`src/rtl/seg7_scan_decoder.sv`:
```
// seg7_scan_decoder: recovers hex digits from a scanned 7-segment display and
// presents each complete set of digits as a frame on a valid/ready handshake.
module seg7_scan_decoder #(
  parameter int N_DIGITS      = 4,
  parameter int STABLE_CYCLES = 3
) (
  input  logic                  clk,
  input  logic                  rst_n,
  input  logic [6:0]            seg_in,
  input  logic [N_DIGITS-1:0]   digit_en,
  input  logic                  frame_ready,
  output logic                  frame_valid,
  output logic [4*N_DIGITS-1:0] frame_data,
  output logic [N_DIGITS-1:0]   frame_err,
  output logic                  overrun
);
  localparam int CW = $clog2(STABLE_CYCLES + 1);
  typedef enum logic [1:0] {IDLE, COUNT, DONE} state_t;
  state_t                  state, state_n;
  logic [CW-1:0]           cnt, cnt_n;
  logic [6:0]              seg_q, seg_p;
  logic [N_DIGITS-1:0]     en_q, en_p;
  logic [4*N_DIGITS-1:0]   work_data;
  logic [N_DIGITS-1:0]     work_err, captured, cap_mask;
  logic [3:0]              nib;
  logic                    ill, onehot, changed, cap, complete;
  always_comb begin
    nib = 4'h0;
    ill = 1'b0;
    case (seg_q)
      7'h7E: nib = 4'h0;
      7'h30: nib = 4'h1;
      7'h6D: nib = 4'h2;
      7'h79: nib = 4'h3;
      7'h33: nib = 4'h4;
      7'h5B: nib = 4'h5;
      7'h5F: nib = 4'h6;
      7'h70: nib = 4'h7;
      7'h7F: nib = 4'h8;
      7'h73: nib = 4'h9;
      7'h7B: nib = 4'h9;
      7'h77: nib = 4'hA;
      7'h1F: nib = 4'hB;
      7'h4E: nib = 4'hC;
      7'h3D: nib = 4'hD;
      7'h4F: nib = 4'hE;
      7'h47: nib = 4'hF;
      default: ill = 1'b1;
    endcase
  end
  assign onehot   = $onehot(en_q);
  assign changed  = {seg_q, en_q} != {seg_p, en_p};
  assign complete = &captured;
  // Any change of the sampled pair restarts counting; DONE blocks recapture of a held pair.
  always_comb begin
    state_n = state;
    cnt_n   = cnt;
    cap     = 1'b0;
    if (!onehot) begin
      state_n = IDLE;
      cnt_n   = '0;
    end else if (state != DONE || changed) begin
      cnt_n   = (state == IDLE || changed) ? CW'(1) : cnt + CW'(1);
      cap     = cnt_n == CW'(STABLE_CYCLES);
      state_n = cap ? DONE : COUNT;
    end
  end
  assign cap_mask = cap ? en_q : '0;
  always_ff @(posedge clk or negedge rst_n) begin
    if (!rst_n) begin
      seg_q     <= '0;
      en_q      <= '0;
      seg_p     <= '0;
      en_p      <= '0;
      state     <= IDLE;
      cnt       <= '0;
      work_data <= '0;
      work_err  <= '0;
      captured  <= '0;
    end else begin
      seg_q    <= seg_in;
      en_q     <= digit_en;
      seg_p    <= seg_q;
      en_p     <= en_q;
      state    <= state_n;
      cnt      <= cnt_n;
      captured <= (complete ? '0 : captured) | cap_mask;
      for (int k = 0; k < N_DIGITS; k++)
        if (cap_mask[k]) begin
          work_data[4*k+:4] <= nib;
          work_err[k]       <= ill;
        end
    end
  end
  always_ff @(posedge clk or negedge rst_n) begin
    if (!rst_n) begin
      frame_valid <= 1'b0;
      frame_data  <= '0;
      frame_err   <= '0;
      overrun     <= 1'b0;
    end else if (complete) begin
      frame_valid <= 1'b1;
      frame_data  <= work_data;
      frame_err   <= work_err;
      overrun     <= frame_valid && !frame_ready;
    end else if (frame_valid && frame_ready) begin
      frame_valid <= 1'b0;
      overrun     <= 1'b0;
    end
  end
endmodule

```
`config.mk`:
```
export PLATFORM = sky130hd
export DESIGN_NAME = seg7_scan_decoder
export DESIGN_NICKNAME = d
export VERILOG_FILES = /design/src/rtl/seg7_scan_decoder.sv
export SDC_FILE = /design/constraint.sdc
export NUM_CORES = 1
export LEC_CHECK = 0
export CORE_ASPECT_RATIO = 1.4
export CORE_MARGIN = 2
export CORE_UTILIZATION = 40
export DETAILED_ROUTE_END_ITERATION = 16
export PLACE_DENSITY = 0.64
export SLEW_MARGIN = 5
export SYNTH_ARGS = -nofsm -noshare
export SYNTH_HDL_FRONTEND = slang
export SYNTH_SLANG_ARGS = --single-unit
```
`constraint.sdc`:
```
create_clock -name clk -period 3.9 [get_ports clk]
set_input_delay 0.585 -clock clk [delete_from_list [all_inputs] [get_ports clk]]
set_output_delay 0.585 -clock clk [all_outputs]
set_load 0.03 [all_outputs]
```
Yosys cells after proc, flatten, opt, wreduce, memory -nomap -nowiden:

Cells that the tools add are included.

* word-level logic and storage cells: 71
* bits of input ports: 14
* output and inout bits: 22
* register bits after elaboration: 72

* bitwise operators: 1
* equal/unequal tests: 22
* reductions and logical operators: 10
* add/subtract/negate cells: 4
* multiplexer cells: 15

Operators with widths (number)
* $eq A7 B7 Y1 const B: 13
* $pmux W4 S15: 1
* $eq A7 B6 Y1 const B: 3
* $reduce_or A17 Y1: 1
* $mux W2: 6
* $ne A11 B11 Y1: 1
* $mux W4: 2
* $eq A7 B5 Y1 const B: 1
* $mux W1: 6
* $add A1 B1 Y2: 2
* $or A4 B4 Y4: 1
* $reduce_and A4 Y1: 1
* $add A2 B2 Y3: 1
* $eq A3 B1 Y1 const B: 1
* $add A2 B1 Y2 const B: 1
* $eq A2 B2 Y1 const B: 1
* $logic_and A1 B1 Y1: 2
* $logic_not A2 Y1: 1
* $logic_or A1 B1 Y1: 2
* $ne A2 B1 Y1 const B: 1
* $ne A2 B2 Y1 const B: 1
* $reduce_bool A2 Y1: 1
* $reduce_or A2 Y1: 1
* $logic_not A1 Y1: 1

Longest topological paths before layout:

* depth after elaboration: 8
* depth in mapped cells: 11
* mapped depth without buffers: 10

Worst setup path before layout:

OpenSTA, ideal clock, no wires.

* kind: register to register
* start: reg en_q[0]
* end: reg work_err[2]
* arrival: 2.614 ns
* cell stages (with the launch flop): 12
* required time: 3.776 ns
* setup slack: 1.161 ns
* library setup time: 0.124 ns
* clock period less this slack: 2.739 ns
* path buffers: 1
* cell sequence: dfrtp_1 -> inv_1 -> fa_1 -> inv_1 -> ha_1 -> ha_1 -> or3b_4 -> nor2_4 -> and4_1 -> buf_2 -> a21bo_2 -> o21ai_1

* longest elaborated chain between the ends: 7
* elaborated cells on any way between the ends: 11
* classes of those cells: 2 x add/sub; 3 x eq/ne; 4 x mux; 2 x reduce/logical

Ends and longest elaborated chain
* from (decl): line 22 `logic [N_DIGITS-1:0] en_q, en_p;`
* from (signal assigned): line 82 `en_q <= digit_en;`
* $ne A11 B11 Y1: line 52 `assign changed = {seg_q, en_q} != {seg_p, en_p};`
* $logic_or A1 B1 Y1: line 63 `cnt_n = (state == IDLE || changed) ? CW'(1) : cnt + CW'(1);`
* $mux W2: line 63
* $eq A2 B2 Y1: line 64 `cap = cnt_n == CW'(STABLE_CYCLES);`
* $mux W1: line 62 `end else if (state != DONE || changed) begin`
* $mux W1 (*): line 59 `if (!onehot) begin`
* $mux W4 (*): line 68 `assign cap_mask = cap ? en_q : '0;`
* to (signal, indexed assignment): line 91 `work_err[k] <= ill;`
* to (decl): line 24 `logic [N_DIGITS-1:0] work_err, captured, cap_mask;`

Every way passes the cells marked *; elsewhere a longest branch is shown, timed or not.
A chain may end at the register's enable or synchronous reset.

Worst setup path after layout:

* start: reg en_q[0]
* end: reg work_err[3]

Same word-level chain as after synthesis.

==> results.json <==
{
  "syn2layout_area_growth_pct": 19.3,
  "drc": 0,
  "switchingPower_mw": 0.317,
  "cts_made_buffers": 9,
  "maxCapViolCount": 0,
  "rows": 37,
  "post_cts_buffers": 0,
  "finalMaxSlewViolations": 0,
  "rsz0062_at_grt": "false",
  "ir_worst_vdd_uv": 167,
  "worstSetupEndpoint": "work_err[3]",
  "ff2ff_setup_slack_ns": 0.97,
  "netSwitchingFraction": 0.230,
  "htree_levels": 3,
  "tightest_slew_ns": 0.716,
  "place_area_sq_mm": 0.00347,
  "yosys.cell_types.count": 44,
  "outcome": "completed",
  "wl_per_cell_microns": 14.5,
  "grt_max_degree": 58,
  "cts_resized": 0,
  "chipHeight_microns": 107,
  "final_cell_area_sq_mm": 0.00364,
  "critPathKind": "flip-flop to flip-flop",
  "io_buffers": 35,
  "drt_wl_total_mm": 5.39,
  "yosysTopAreaCellShare": 0.591,
  "pwr-share-clk": 0.373,
  "rr_worst_depth": 10,
  "synthCells": 235,
  "fin_crit_sh": 0.752,
  "ctsRootBufferMaster": "clkbuf_8",
  "final.setup_skew_ns": 0.00825,
  "ant_nets": 0,
  "internal_power_mw": 1.06,
  "antenna_found_initial": 0,
  "place_ws_ns": 0.961,
  "fp.dieW_microns": 77.8,
  "synthTopCellsByCount": "dfrtp_1 (72), mux2_2 (33), nand2_1 (17), xor2_1 (14), inv_1 (8)",
  "required_ns": 4.13,
  "worst-path-stages": 10,
  "routed_via_density": 4.99,
  "coreArea_sq_mm": 0.00736,
  "place.gp.congestion": 0.821,
  "clkSlewWorstSetupHoldPaths_ns": 0.07,
  "final_util": 0.494,
  "r2r_start": "en_q[0]",
  "setup_viol": 0,
  "reg2reg_to": "work_err[3]",
  "synth_edf_count": 0,
  "cts_tree": "yes",
  "antenna_cells": 0,
  "synth_area_sq_mm": 0.00305,
  "synth.avg_cell_area_sq_um": 13.0,
  "detailed_place_hpwl_mm": 3.78,
  "ys_seq_area_frac": 0.591,
  "setup_tns_ns": 0,
  "synth-seq-cells": 72,
  "clock_latency_ns": 0.35,
  "yosysTopAreaCell": "dfrtp_1",
  "drive_above_1_share": 0.210,
  "slew_headroom": 0.523,
  "synth_area_leaders": "dfrtp_1 (59%), mux2_2 (12%), xor2_1 (4.0%)",
  "dp.cells": 358,
  "path_cells": "inv_1 -> fa_1 -> inv_1 -> ha_1 -> ha_1 -> or3b_4 -> nor2_4 -> and4_1 -> a21bo_2 -> o21ai_1",
  "grtUsageTotal": 0.148,
  "hold_violations": 0,
  "die-area_sq_mm": 0.00834,
  "path_delay_family": "simple AND/OR/NAND/NOR gates",
  "final_nets": 289,
  "pin_count": 36,
  "p_comb_frac": 0.055,
  "power_frac_seq": 0.572,
  "startpoint_type": "flip-flop",
  "yosys_warnings": 0,
  "timing.final.ws_setup_ns": 0.969,
  "timing.final.crit_period_ns": 2.93,
  "power_leakage_nw": 1.70,
  "cp_slowest_stage_delay_ns": 0.53,
  "fillCellCount": 637,
  "worst_path_max_delay_cell": "fa_1",
  "ys.flop_type": "dfrtp_1",
  "power_density_mw_per_mm2": 379,
  "start_util": 0.414,
  "holdCritPathClass": "primary input to async pin",
  "timing.fmax_mhz": 341,
  "yosysMostFrequentCell": "dfrtp_1",
  "drt-initial-drc-count": 123,
  "layout.cells.non_filler": 373,
  "worstSetupEndpointType": "flip-flop",
  "cp_max_fo": 8,
  "grt_pass1_wl_mm": 9.36,
  "crit_start": "en_q[0]",
  "postCtsHoldBufs": 0,
  "clockBufferDepth": 2,
  "grt_pass1_vias": 1917,
  "clock-sinks": 72,
  "cp_data_arrival_time_ns": 3.16,
  "async_flop_share": 1.00,
  "syn-num-nets": 252,
  "path_buf_inv": 2,
  "gr-total-overflow": 0,
  "dr_total_vias": 1861,
  "firstDrtPassIters": 4
}
==> cell families (layout without fill, tap and decap cells) <==
| kind of cell | Yosys count | in the layout | synth area share |
|---|---|---|---|
| adder cells (fa/ha/maj) | 3 | 3 | 0.0148 |
| AO/OA/AOI/OAI | 27 | 27 | 0.0575 |
| buffers and inverters | 19 | 60 | 0.0296 |
| multiplexers | 40 | 40 | 0.147 |
| AND/OR/NAND/NOR | 60 | 60 | 0.120 |
| XOR/XNOR | 14 | 14 | 0.0402 |
| flip-flops | 72 | 72 | 0.591 |
==> per-stage QoR <==
| step | hold WS, ns | total power [mW] |
|---|---|---|
| 5_1_grt | 0.150 | 1.44 |
| 3_5_place_dp | 0.459 | 0.882 |
| 2_1_floorplan | 0.289 | 0.840 |
| 6_report | 0.137 | 1.38 |
| 3_3_place_gp | 0.450 | 0.879 |
| 4_1_cts | 0.135 | 1.40 |
==> metal layers <==
| layer | vias up | routed length, microns | global-route usage |
|---|---|---|---|
| met2 | 27 | 2720 | 0.233 |
| met4 | 0 | 132 | 0.0791 |
| li1 | 905 | - | - |
| met5 | - | 0 | 0 |
| met1 | 920 | 2380 | 0.180 |
| met3 | 9 | 168 | 0.0470 |
==> cells in the final DEF (no fill, tap or decap), types with 4 or more instances in the layout <==
| master | n |
|---|---|
| dfrtp_1 | 72 |
| clkdlybuf4s50_1 | 34 |
| xor2_1 | 14 |
| clkbuf_1 | 4 |
| o21ai_1 | 5 |
| mux2_1 | 4 |
| nor2_1 | 4 |
| mux2_2 | 33 |
| a21bo_2 | 4 |
| nand4_1 | 6 |
| nand3_1 | 7 |
| inv_1 | 8 |
| clkbuf_8 | 11 |
| a21oi_1 | 7 |
| nand2_1 | 17 |
==> flip-flops by register name, indices dropped and copies added, names as in the netlist <==
signal	count
en_p	4
cnt	2
frame_data	16
frame_err	4
seg_p	7
seg_q	7
frame_valid	1
work_err	4
overrun	1
state	2
work_data	16
captured	4
en_q	4
==> area by class of cell <==
type / instances / area [sq um] / area share
Inverter: 8 / 30.0 / 0.00826
Timing Repair Buffer: 37 / 360 / 0.0991
Sequential cell: 72 / 1800 / 0.496
Clock buffer: 15 / 166 / 0.0458
Tap cell: 97 / 121 / 0.0334
Multi-Input combinational cell: 144 / 1160 / 0.318
==> power groups by stage <==
stage               Combinational, mW  Sequential (mW)  Clock, mW
detailed placement             0.0787            0.803          0
global placement               0.0772            0.802          0
global route                   0.0880            0.791      0.561
finish                         0.0765            0.789      0.515
CTS                            0.0790            0.789      0.530
floorplan                      0.0496            0.791          0
==> worst min-delay path by stage <==
stage	to	slack [ns]	cells past startpoint
after floorplan	captured[0]	0.29	0
after global placement	captured[2]	0.45	2
after detailed placement	captured[2]	0.46	2
after CTS	en_q[1]	0.14	1
after global routing	seg_q[5]	0.15	1
final	seg_q[5]	0.14	1
(Power assumes the default switching activity.)
==> RTL change 1: new RTL, same flow settings <==
Encoding of `state_t`: now one-hot (3 bits for 3 states).
--- a/src/rtl/seg7_scan_decoder.sv
+++ b/src/rtl/seg7_scan_decoder.sv
@@ -15,7 +15,7 @@
   output logic                  overrun
 );
   localparam int CW = $clog2(STABLE_CYCLES + 1);
-  typedef enum logic [1:0] {IDLE, COUNT, DONE} state_t;
+  typedef enum logic [2:0] {IDLE = 3'b001, COUNT = 3'b010, DONE = 3'b100} state_t;
   state_t                  state, state_n;
   logic [CW-1:0]           cnt, cnt_n;
   logic [6:0]              seg_q, seg_p;
Check against the original RTL: no difference found for any inputs over 10 cycles, from zero or initial values and one cycle with rst_n low; not proved beyond that.
==> RTL change 1 against the original RTL <==
Routed wire length up 0.46%; sequential cell count up 1; worst setup slack better by 64 ps; synthesized area up 3.0%; total power up 6.4%; sequential power up 2%; final area up 3.7%; final cell count up 3.8%; largest power group unchanged; highest routed layer unchanged.
==> RTL change 1: results (changes against the original RTL) <==
outcome=completed; GR Layer Usage met1=18.2% (+0.17 points); Area contributors post-synth=dfrtp_1 (57%), mux2_2 (11%), xor2_1 (3.3%); grt met3 use=4.47% (-0.23 points); Final GP Congestion=0.762 (-7.2%); drt via density=5.02 (+0.58%); Post-synth top cells=dfrtp_1 (72), mux2_2 (32), nand2_1 (14); final-layout fill cell count=732 (+15%); first-pass GRT wire length=9.59 mm (+2.5%); VDD IR max=0.256 mV (+53%); Max-Cap Viols=0 (unchanged); clock skew=7.39 ps (-0.870 ps); vias in the first global route=1957 (+2.1%); CTS Buffer Depth=2 (unchanged); Worst-Margin Slew=992 ps (+276 ps); largest net degree at the start of global routing=47 (-19%); drt initial violations=77 (-37%); CP arrival=3100 ps (-60 ps); drt first pass iters=4 (unchanged); Overall Global Routing Usage=14.6% (-0.14 points); Syn Nets=261 (+3.6%); final net count=299 (+3.5%); # diodes=0 (unchanged); global routing usage on met2=23.6% (+0.29 points); crit path max fanout=6 (-2); register area share after synthesis=58.2% (-0.88 points); share of post-route cells with drive strength above 1=20.9% (-0.11 points); static leakage=1.76 nW (+3.5%); dpl ws=1030 ps (+66.5 ps); post-DP HPWL=3.86 mm (+2.3%); Root Buffer=clkbuf_8; synth unique cells=47 (+6.8%); post-DR wirelength/cell=14.0 µm (-3.2%)
[RTL change 1: worst paths after layout]
check,start,end,slack (ps)
hold reg to reg,en_q[0],en_p[0],410
setup / recovery,en_q[0],work_data[7],1030
setup reg to reg,en_q[0],work_data[7],1030
max in group asynchronous,rst_n,state[0],2630
min in group clk,en_q[0],en_p[0],410
hold / removal,rst_n,frame_data[6],380
[RTL change 1: cell type report]
class	instances	share of cell area, %
flip-flops and latches	73	48.5
multi-input cells	147	32.1
repair buffers	38	9.75
clock buffers	13	3.95
well taps	100	3.32
inverters	13	1.29
clock inverters	3	1.06
[RTL change 1: worst max-delay path, cell delays in order, from the launching register on]
cell	delay [ps]
dfrtp_1	370
inv_1	100
fa_1	530
inv_1	40
ha_1	170
ha_1	270
nor2_1	110
and2_1	200
nand4_4	210
nor3_4	370
mux2_2	380
[RTL change 1: metrics by stage]
step                utilization [%]  instances  hold slack, ps  instance area [µm²]
global route                   49.0        387             445                 3770
CTS                            49.0        387             420                 3770
detailed placement             46.5        371             405                 3580
floorplan                         -        244             289                 3140
finish                         49.0        387             385                 3770
global placement               46.5        371             396                 3580
[RTL change 1: metal layers]
layer	wire length, µm	share of wire [%]	vias to the layer above
met2	2730	50	40
li1	-	-	935
met4	126	2.3	0
met3	228	4.2	10
met1	2330	43	957
met5	0	0	-
[RTL change 1: kinds of logic (layout without fill, tap and decap cells)]
family / count (synthesis) / after routing / synth area share, %
xor gates and xnor gates: 13 / 13 / 3.63
and+or+nand+nor: 61 / 61 / 13.6
buffers and inverters: 24 / 67 / 3.15
adders and majority gates: 4 / 4 / 1.75
DFF: 73 / 73 / 58.2
AOI/OAI and AO/OA: 32 / 32 / 6.54
muxes: 37 / 37 / 13.1
[RTL change 1: power by group]
part           leakage [nW]  switching, mW  total, mW  internal, mW
sequential            0.963         0.0281      0.805         0.777
combinational         0.703         0.0553     0.0971        0.0419
clock                0.0974          0.254      0.566         0.311
total                  1.76          0.338       1.47          1.13
==> RTL change 2: new RTL, config.mk and constraints unchanged <==
Made on the original files. The parameter `STABLE_CYCLES` goes from 3 to 6.
--- a/src/rtl/seg7_scan_decoder.sv
+++ b/src/rtl/seg7_scan_decoder.sv
@@ -2,7 +2,7 @@
 // presents each complete set of digits as a frame on a valid/ready handshake.
 module seg7_scan_decoder #(
   parameter int N_DIGITS      = 4,
-  parameter int STABLE_CYCLES = 3
+  parameter int STABLE_CYCLES = 6
 ) (
   input  logic                  clk,
   input  logic                  rst_n,
Check against the original RTL: same outputs for any inputs over 10 cycles, from zero or initial values and one cycle with rst_n low; that may be too few to reach the edited logic, so the function may still have changed.
==> RTL change 2 against the original RTL <==
Utilization rose by 1.0 points; non-clock buffer count unchanged; sequential cell count is 1 higher; synthesized cell count is 1.7% higher; synthesized area rose by 0.25%; die area up 0.23%; final area up 2.1%; routed wire length rose by 2.6%; worst setup slack got worse by 230 ps; total power up 11%; largest power group unchanged; highest routed layer unchanged.
==> RTL change 2: results (changes against the original RTL) <==
register area share after synthesis=59.8% (+0.67 points); Final GP Congestion=0.785 (-4.5%); VDD IR max=0.219 mV (+31%); Num CTS Buffers=9 (unchanged); first-pass GRT wire length=10.0 mm (+7.4%); static leakage=1.75 nW (+2.9%); Area contributors post-synth=dfrtp_1 (60%), mux2_2 (13%), xor2_1 (3.2%); clock skew=9.73 ps (+1.48 ps); largest net degree at the start of global routing=49 (-16%); drt via density=5.14 (+3.1%); final WL=5.53 mm (+2.6%); crit path max fanout=6 (-2); outcome=completed; final net count=294 (+1.7%); Avg Inst Size Synth=12.8 µm² (-1.4%); synth unique cells=41 (-6.8%); drt initial violations=142 (+15%); CP arrival=3390 ps (+230 ps); R2R Setup Slk=740 ps (-230 ps); Placed Area=3480 µm² (+0.40%); switching share of power=22.6% (-0.38 points); initial antenna violation count=0 (unchanged); final-layout fill cell count=661 (+3.8%); Overall Global Routing Usage=15.7% (+0.90 points); vias in the first global route=2053 (+7.1%); Worst-Margin Slew=665 ps (-51.2 ps); worst hold slack=224 ps (+87.0 ps); Yosys warnings=0 (unchanged); via count=1944 (+4.5%); Post-synth top cells=dfrtp_1 (73), mux2_2 (36), nand2_1 (20); # diodes=0 (unchanged); placed cell count=362 (+1.1%); post-DP HPWL=3.93 mm (+4.0%); Syn Nets=257 (+2.0%); share of post-route cells with drive strength above 1=19.9% (-1.1 points)
[RTL change 2: cell types whose count changed after synthesis, moves of 4 or more]
cell / delta
nor2b_1: +5
o21ai_0: +5
o21ai_1: -5
a21bo_2: -4
mux2_1: -4
o211ai_1: +4
o31ai_1: +4
[RTL change 2: worst paths after layout]
| path | cells after the start | end |
|---|---|---|
| worst max-delay path | 9 | work_data[5] |
| min in group clk | 0 | en_p[0] |
| worst min register to register | 0 | en_p[0] |
| max in group asynchronous | 2 | frame_data[5] |
| worst min-delay path | 1 | seg_p[4] |
| worst max register to register | 9 | work_data[5] |
[RTL change 2: power groups by stage]
| stage | Combinational (mW) | Sequential, mW | Clock [mW] |
|---|---|---|---|
| finish | 0.0813 | 0.797 | 0.657 |
| global route | 0.0939 | 0.801 | 0.720 |
| CTS | 0.0833 | 0.797 | 0.677 |
| detailed placement | 0.0831 | 0.812 | 0 |
| global placement | 0.0813 | 0.812 | 0 |
| floorplan | 0.0528 | 0.801 | 0 |
[RTL change 2: logic make-up (layout without fill, tap and decap cells)]
family	after synthesis	in the layout	synth area share, %
compound gates	32	32	6.96
xor+xnor	13	13	3.73
buf+inv	20	62	2.87
simple gates	60	60	11.2
fa+ha+maj	4	4	1.88
flops	73	73	59.8
mux	37	37	13.6
[RTL change 2: per-stage QoR]
step | setup WS, ps | utilization (%) | power [mW]
5_1_grt | 558 | 50.4 | 1.61
2_1_floorplan | 1030 | - | 0.854
4_1_cts | 731 | 50.4 | 1.56
3_3_place_gp | 750 | 47.3 | 0.893
6_report | 739 | 50.4 | 1.54
3_5_place_dp | 743 | 47.3 | 0.895
[RTL change 2: cell type report]
cell class / instances / area [µm²] / share of cell area, %
well taps: 97 / 121 / 3.27
flip-flops and latches: 73 / 1830 / 49.2
clock inverters: 6 / 91.3 / 2.46
multi-input cells: 146 / 1140 / 30.7
inverters: 9 / 33.8 / 0.910
repair buffers: 37 / 360 / 9.71
clock buffers: 10 / 138 / 3.71
[RTL change 2: routing by layer]
metal,global-route usage (%),part of all wire (%),vias up
met3,4.70,3.7,13
met2,25.2,52,46
li1,-,-,916
met4,8.80,3.4,0
met1,18.6,41,969
met5,0,0,-
[RTL change 2: critical path, stage by stage, from the launching register on]
cell and delay [ps]:
dfrtp_1 400, inv_1 100, fa_1 540, inv_1 40, ha_1 170, ha_1 260
or3b_1 490, nor4b_4 370, nand3_1 320, mux2_2 360
